$ cat src/rtl/instr_fetch.sv
// Instruction fetch unit: FETCH/HOLD handshake with instruction memory, next-PC selection and retire counting.
// Optional FETCH_ALIGN_CHECK_EN: misaligned retiring targets raise sticky AddrErr and park the unit in ERR.
module instr_fetch (
    input  logic        Clk,
    input  logic        Reset,
    output logic        IMemReq,
    output logic [31:0] IMemAddr,
    input  logic        IMemAck,
    input  logic [31:0] IMemData,
    output logic [31:0] Instr,
    output logic        InstrValid,
    output logic [31:0] PC,
    output logic [31:0] PCPlus4,
    input  logic [1:0]  NPCCtrl,
    input  logic        BranchEql,
    input  logic        Zero,
    input  logic [31:0] JRTarget,
    input  logic        Retire,
    output logic [31:0] RetireCount,
    output logic        AddrErr
);
    localparam int unsigned XLEN = 32;
    localparam logic [XLEN-1:0] RESET_PC = XLEN'(32'h0000_3000);

    localparam logic [1:0] NPC_PLUS4  = 2'b00;
    localparam logic [1:0] NPC_BRANCH = 2'b01;
    localparam logic [1:0] NPC_JUMP   = 2'b10;

`ifdef FETCH_ALIGN_CHECK_EN
    typedef enum logic [1:0] {FETCH = 2'd0, HOLD = 2'd1, ERR = 2'd2} state_t;
`else
    typedef enum logic [1:0] {FETCH = 2'd0, HOLD = 2'd1} state_t;
`endif

    state_t          state;
    logic [XLEN-1:0] branchOffset;
    logic            branchTaken;
    logic [XLEN-1:0] npcRaw;
    logic [XLEN-1:0] npcAligned;

    assign IMemAddr = PC;

    // Next-PC select; PCPlus4 is kept registered alongside PC.
    always_comb begin
        branchOffset = {{14{Instr[15]}}, Instr[15:0], 2'b00};
        branchTaken  = BranchEql ? Zero : !Zero;
        npcRaw       = PCPlus4;
        case (NPCCtrl)
            NPC_PLUS4:  npcRaw = PCPlus4;
            NPC_BRANCH: npcRaw = branchTaken ? (PCPlus4 + branchOffset) : PCPlus4;
            NPC_JUMP:   npcRaw = {PCPlus4[31:28], Instr[25:0], 2'b00};
            default:    npcRaw = JRTarget;
        endcase
        npcAligned = npcRaw & XLEN'(32'hFFFF_FFFC);
    end

`ifdef FETCH_ALIGN_CHECK_EN
    logic misaligned;
    assign misaligned = |npcRaw[1:0];
`else
    assign AddrErr = 1'b0;
`endif

    always_ff @(posedge Clk) begin
        if (Reset) begin
            state       <= FETCH;
            PC          <= RESET_PC;
            PCPlus4     <= RESET_PC + XLEN'(4);
            Instr       <= '0;
            InstrValid  <= 1'b0;
            IMemReq     <= 1'b1;
            RetireCount <= '0;
`ifdef FETCH_ALIGN_CHECK_EN
            AddrErr     <= 1'b0;
`endif
        end else begin
            case (state)
                FETCH: begin
                    if (IMemAck) begin
                        Instr      <= IMemData;
                        InstrValid <= 1'b1;
                        IMemReq    <= 1'b0;
                        state      <= HOLD;
                    end
                end
                HOLD: begin
                    if (Retire) begin
                        RetireCount <= RetireCount + XLEN'(1);
                        InstrValid  <= 1'b0;
`ifdef FETCH_ALIGN_CHECK_EN
                        if (misaligned) begin
                            AddrErr <= 1'b1;
                            state   <= ERR;
                        end else begin
                            PC      <= npcAligned;
                            PCPlus4 <= npcAligned + XLEN'(4);
                            IMemReq <= 1'b1;
                            state   <= FETCH;
                        end
`else
                        PC      <= npcAligned;
                        PCPlus4 <= npcAligned + XLEN'(4);
                        IMemReq <= 1'b1;
                        state   <= FETCH;
`endif
                    end
                end
`ifdef FETCH_ALIGN_CHECK_EN
                ERR: begin
                    IMemReq    <= 1'b0;
                    InstrValid <= 1'b0;
                end
`endif
                default: begin
                    state      <= FETCH;
                    IMemReq    <= 1'b1;
                    InstrValid <= 1'b0;
                end
            endcase
        end
    end
endmodule

$ cat config.mk
export PLATFORM = sky130hd
export DESIGN_NAME = instr_fetch
export DESIGN_NICKNAME = d
export VERILOG_FILES = /design/src/rtl/instr_fetch.sv
export SDC_FILE = /design/constraint.sdc
export NUM_CORES = 1
export LEC_CHECK = 0
export ABC_AREA = 1
export ABC_CLOCK_PERIOD_IN_PS = 3500
export CELL_PAD_IN_SITES_DETAIL_PLACEMENT = 2
export CELL_PAD_IN_SITES_GLOBAL_PLACEMENT = 2
export CORE_UTILIZATION = 26
export DETAILED_ROUTE_END_ITERATION = 8
export PLACE_DENSITY = 0.84
export SKIP_CTS_REPAIR_TIMING = 1
export SKIP_LAST_GASP = 1
export SYNTH_ARGS = -nofsm -noshare
export SYNTH_HDL_FRONTEND = slang
export SYNTH_SLANG_ARGS = --single-unit
$ cat constraint.sdc
create_clock -name Clk -period 3.5 [get_ports Clk]
set_input_delay 0.525 -clock Clk [delete_from_list [all_inputs] [get_ports Clk]]
set_output_delay 0.525 -clock Clk [all_outputs]
set_load 0.01 [all_outputs]
==> metrics.cfg <==
[run_status]
status = finished, final reports clean

[placement]
dpl.hpwl_mm = 36.0
numPlacedInstances = 2210
globalplace.congestion = 0.884
port_buffers = 225
post-place-ws_ps = -1.52

[cts]
clk_latency_ps = 450
cts-buffers-inserted = 17
cts.path.max_buffers = 2
root_buffer = clkbuf_16
ctsHtreeMaxLevel = 4
cts_sinks = 126
cts_tree = yes
clkTransAtPathRegs_ps = 60

[sta]
fin_crit_sh_pct = 93.0
finalSetupViolCount = 0
fin_crit_ps = 3250
slew_violations = 0
max_freq_mhz = 307
rsz0062_at_grt = false
hold-worst-slack_ps = 470
skew_ps = 13.5
relSlewSlack_pct = 51.0
fin_ws_ps = 245
worstMarginPinSlew_ps = 734
hold_violations = 0

[routing]
drc_errors = 0
wl_per_cell_um = 20.3
vias = 11200
final_antenna_net_count = 0
routed_wl_mm = 45.6
dr.first_iter.drc_count = 494
vias_per_cell = 4.99
drtPass1Iterations = 5

[setup_path]
cp-startpoint = PCPlus4[3]
critPathMaxStageDelay_ps = 430
worstReg2RegStart = PCPlus4[3]
crit_fanout = 5
cp_data_required_time_ps = 3830
rr_worst_depth = 22
r2r_slack_ps = 250
start_kind = flip-flop
cpMostUsedCell = nand2_1
crit_chain = inv_1 > fa_2 > inv_2 > nand2_1 > nand2_1 > nand3_1 > nand2_2 > nand2_2 > nand2_1 > nand2_1 > nand3_1 > nand2_2 > a21oi_4 > nand2_2 > nor2_4 > nand2_2 > inv_2 > nand3_2 > nor2_4 > nand4_1 > nand2_1 > nand2_1
crit_slowest_cell = fa_2
end_kind = flip-flop
r2r_end = PCPlus4[28]
cp_data_arrival_time_ps = 3580
crit_type = reg2reg

[global_routing]
grt_first_pass_wirelength_mm = 69.8
gr-usage-all-layers_pct = 25.1
grt_max_degree = 47
grt_overflow = 0
grt_pass1_vias = 12300
antenna_found_initial = 1

[hold_path]
min_from = IMemReq
worstHoldPathCells = 2
hp-class = reg2reg
hold_end = IMemReq

[power_and_ir_drop]
p_leak_nw = 5.69
peakVddDrop_mv = 0.374
power.density_nw_per_um2 = 353

[cells_and_area]
multi_input_area_um2 = 5550
finalNonFillerCells = 2245
syn_to_final_growth_pct = 37.5
ff_latch_area_um2 = 2530
drive_above_1_share_pct = 10.9
final_util_pct = 36.2
fin_nets = 1874
nFillCells = 4304

[logic_synthesis]
async_flop_share_pct = 0
syn_inst = 1546
ys_types = 51
synth-seq-cells = 126
synth_edf_count = 0
syn_avg_cell_area_um2 = 6.05
yosysSeqAreaShare_pct = 27.0
yosys_warnings = 0
synth_area_um2 = 9350
synthFlopType = dfxtp_1

[die]
die-area_um2 = 36700
dieWidth_um = 192
initial_utilization_pct = 26.4
coreArea_um2 = 35500
ioPinCount = 235
dieHeight_um = 192
rows = 69

[job]
maxCapViolCount = 0

-- through the flow --
step / setup TNS, ps / power, mW / area (µm²)
after floorplan: 0 / 2.16 / 9370
after global placement: 0 / 2.64 / 12200
after detailed placement: -1.52 / 2.68 / 12200
after CTS: -144 / 4.57 / 12800
after global routing: 0 / 4.74 / 12900
final: 0 / 4.54 / 12900
-- where the power goes --
group / switching (mW) / internal, mW
clock network: 0.789 / 1.06
logic: 0.660 / 0.445
registers: 0.0860 / 1.50
-- critical path: cells and delay by family, from the launching register on --
family / cells / cell delay (ps)
AO/OA/AOI/OAI: 1 / 170
flip-flops: 1 / 410
adder cells (fa/ha/maj): 1 / 430
AND/OR/NAND/NOR: 17 / 1800
buffers and inverters: 3 / 320
-- flip-flops by register name, summed over array words and instances (netlist names) --
signal / flops
Instr: 32
RetireCount: 32
IMemAddr: 30
PCPlus4: 30
IMemReq: 1
InstrValid: 1
-- final cells by class --
cell class / instances / share of cell area [%]
Antenna cell: 1 / 0.0195
Sequential cell: 126 / 19.7
Tap cell: 461 / 4.48
Clock inverter: 14 / 1.24
Multi-Input combinational cell: 1107 / 43.2
Timing Repair Buffer: 282 / 21.1
Inverter: 236 / 6.95
Clock buffer: 18 / 3.34
-- how the worst max path moves through the flow --
stage | end | slack, ps | cells after the start
after global placement | PCPlus4[26] | 150 | 18
after floorplan | PCPlus4[26] | 740 | 23
final | PCPlus4[28] | 250 | 22
after CTS | PCPlus4[26] | -40 | 20
after detailed placement | PCPlus4[22] | -2 | 21
after global routing | PCPlus4[31] | 2 | 20
-- cell usage in the layout (no fill, tap or decap), types with 4 or more instances in the layout --
cell type / n
nand2_1: 403
clkdlybuf4s50_1: 225
inv_1: 221
nor2_1: 185
dfxtp_1: 120
o21ai_0: 118
nand3_1: 98
a21oi_1: 54
buf_4: 54
nand4_1: 27
ha_1: 27
nor2_2: 25
clkbuf_16: 17
nor3_1: 15
nand2_2: 14
o21ai_1: 14
or2_2: 13
xor2_1: 12
a221oi_1: 11
nor4_1: 10
inv_2: 9
nor2_4: 8
nand3_2: 8
a21oi_2: 8
conb_1: 7
dfxtp_2: 6
o22ai_1: 5
clkinv_4: 5
inv_6: 4
clkinv_1: 4
nor3b_1: 4
-- logic make-up after synthesis --
| logic type | synth area share, % |
|---|---|
| buffers and inverters | 14.9 |
| AOI/OAI and AO/OA | 14.4 |
| other | 0.0401 |
| DFF | 27.0 |
| adders and majority gates | 4.36 |
| and+or+nand+nor | 38.0 |
| xor gates and xnor gates | 1.31 |
-- per-layer routing --
metal | global-route usage (%) | share of wire (%) | vias to the layer above
met5 | 0 | 0.029 | -
met4 | 8.18 | 2.5 | 2
met3 | 4.28 | 4.2 | 59
met2 | 44.7 | 50 | 261
met1 | 30.4 | 44 | 5554
li1 | - | - | 5327
-- Yosys cell counts, types with 4 or more instances --
cell type  instances  area share [%]
a21oi_1           55             2.9
or2_2             13            0.87
nand3_2            6            0.64
a221oi_1          11             1.0
clkbuf_1          26             1.0
a21oi_2            8            0.75
o22ai_1            5            0.33
o21ai_0          118             6.3
dfxtp_1          126              27
nand2_2           14            0.94
nor2_1           200             8.0
nor4_1            10            0.67
nand2_1          403              16
nor3_1            15            0.80
nand3_1          100             5.4
nor3b_1            4            0.32
buf_4             39             3.1
xor2_1            12             1.1
nor2_2            12            0.80
buf_2             12            0.64
inv_1            223             9.0
inv_2              8            0.32
nand4_1           27             1.8
nor2_4             6            0.72
o21ai_1           14            0.75
ha_1              31             4.1
Note: power is estimated with default switching activity, not from simulation.
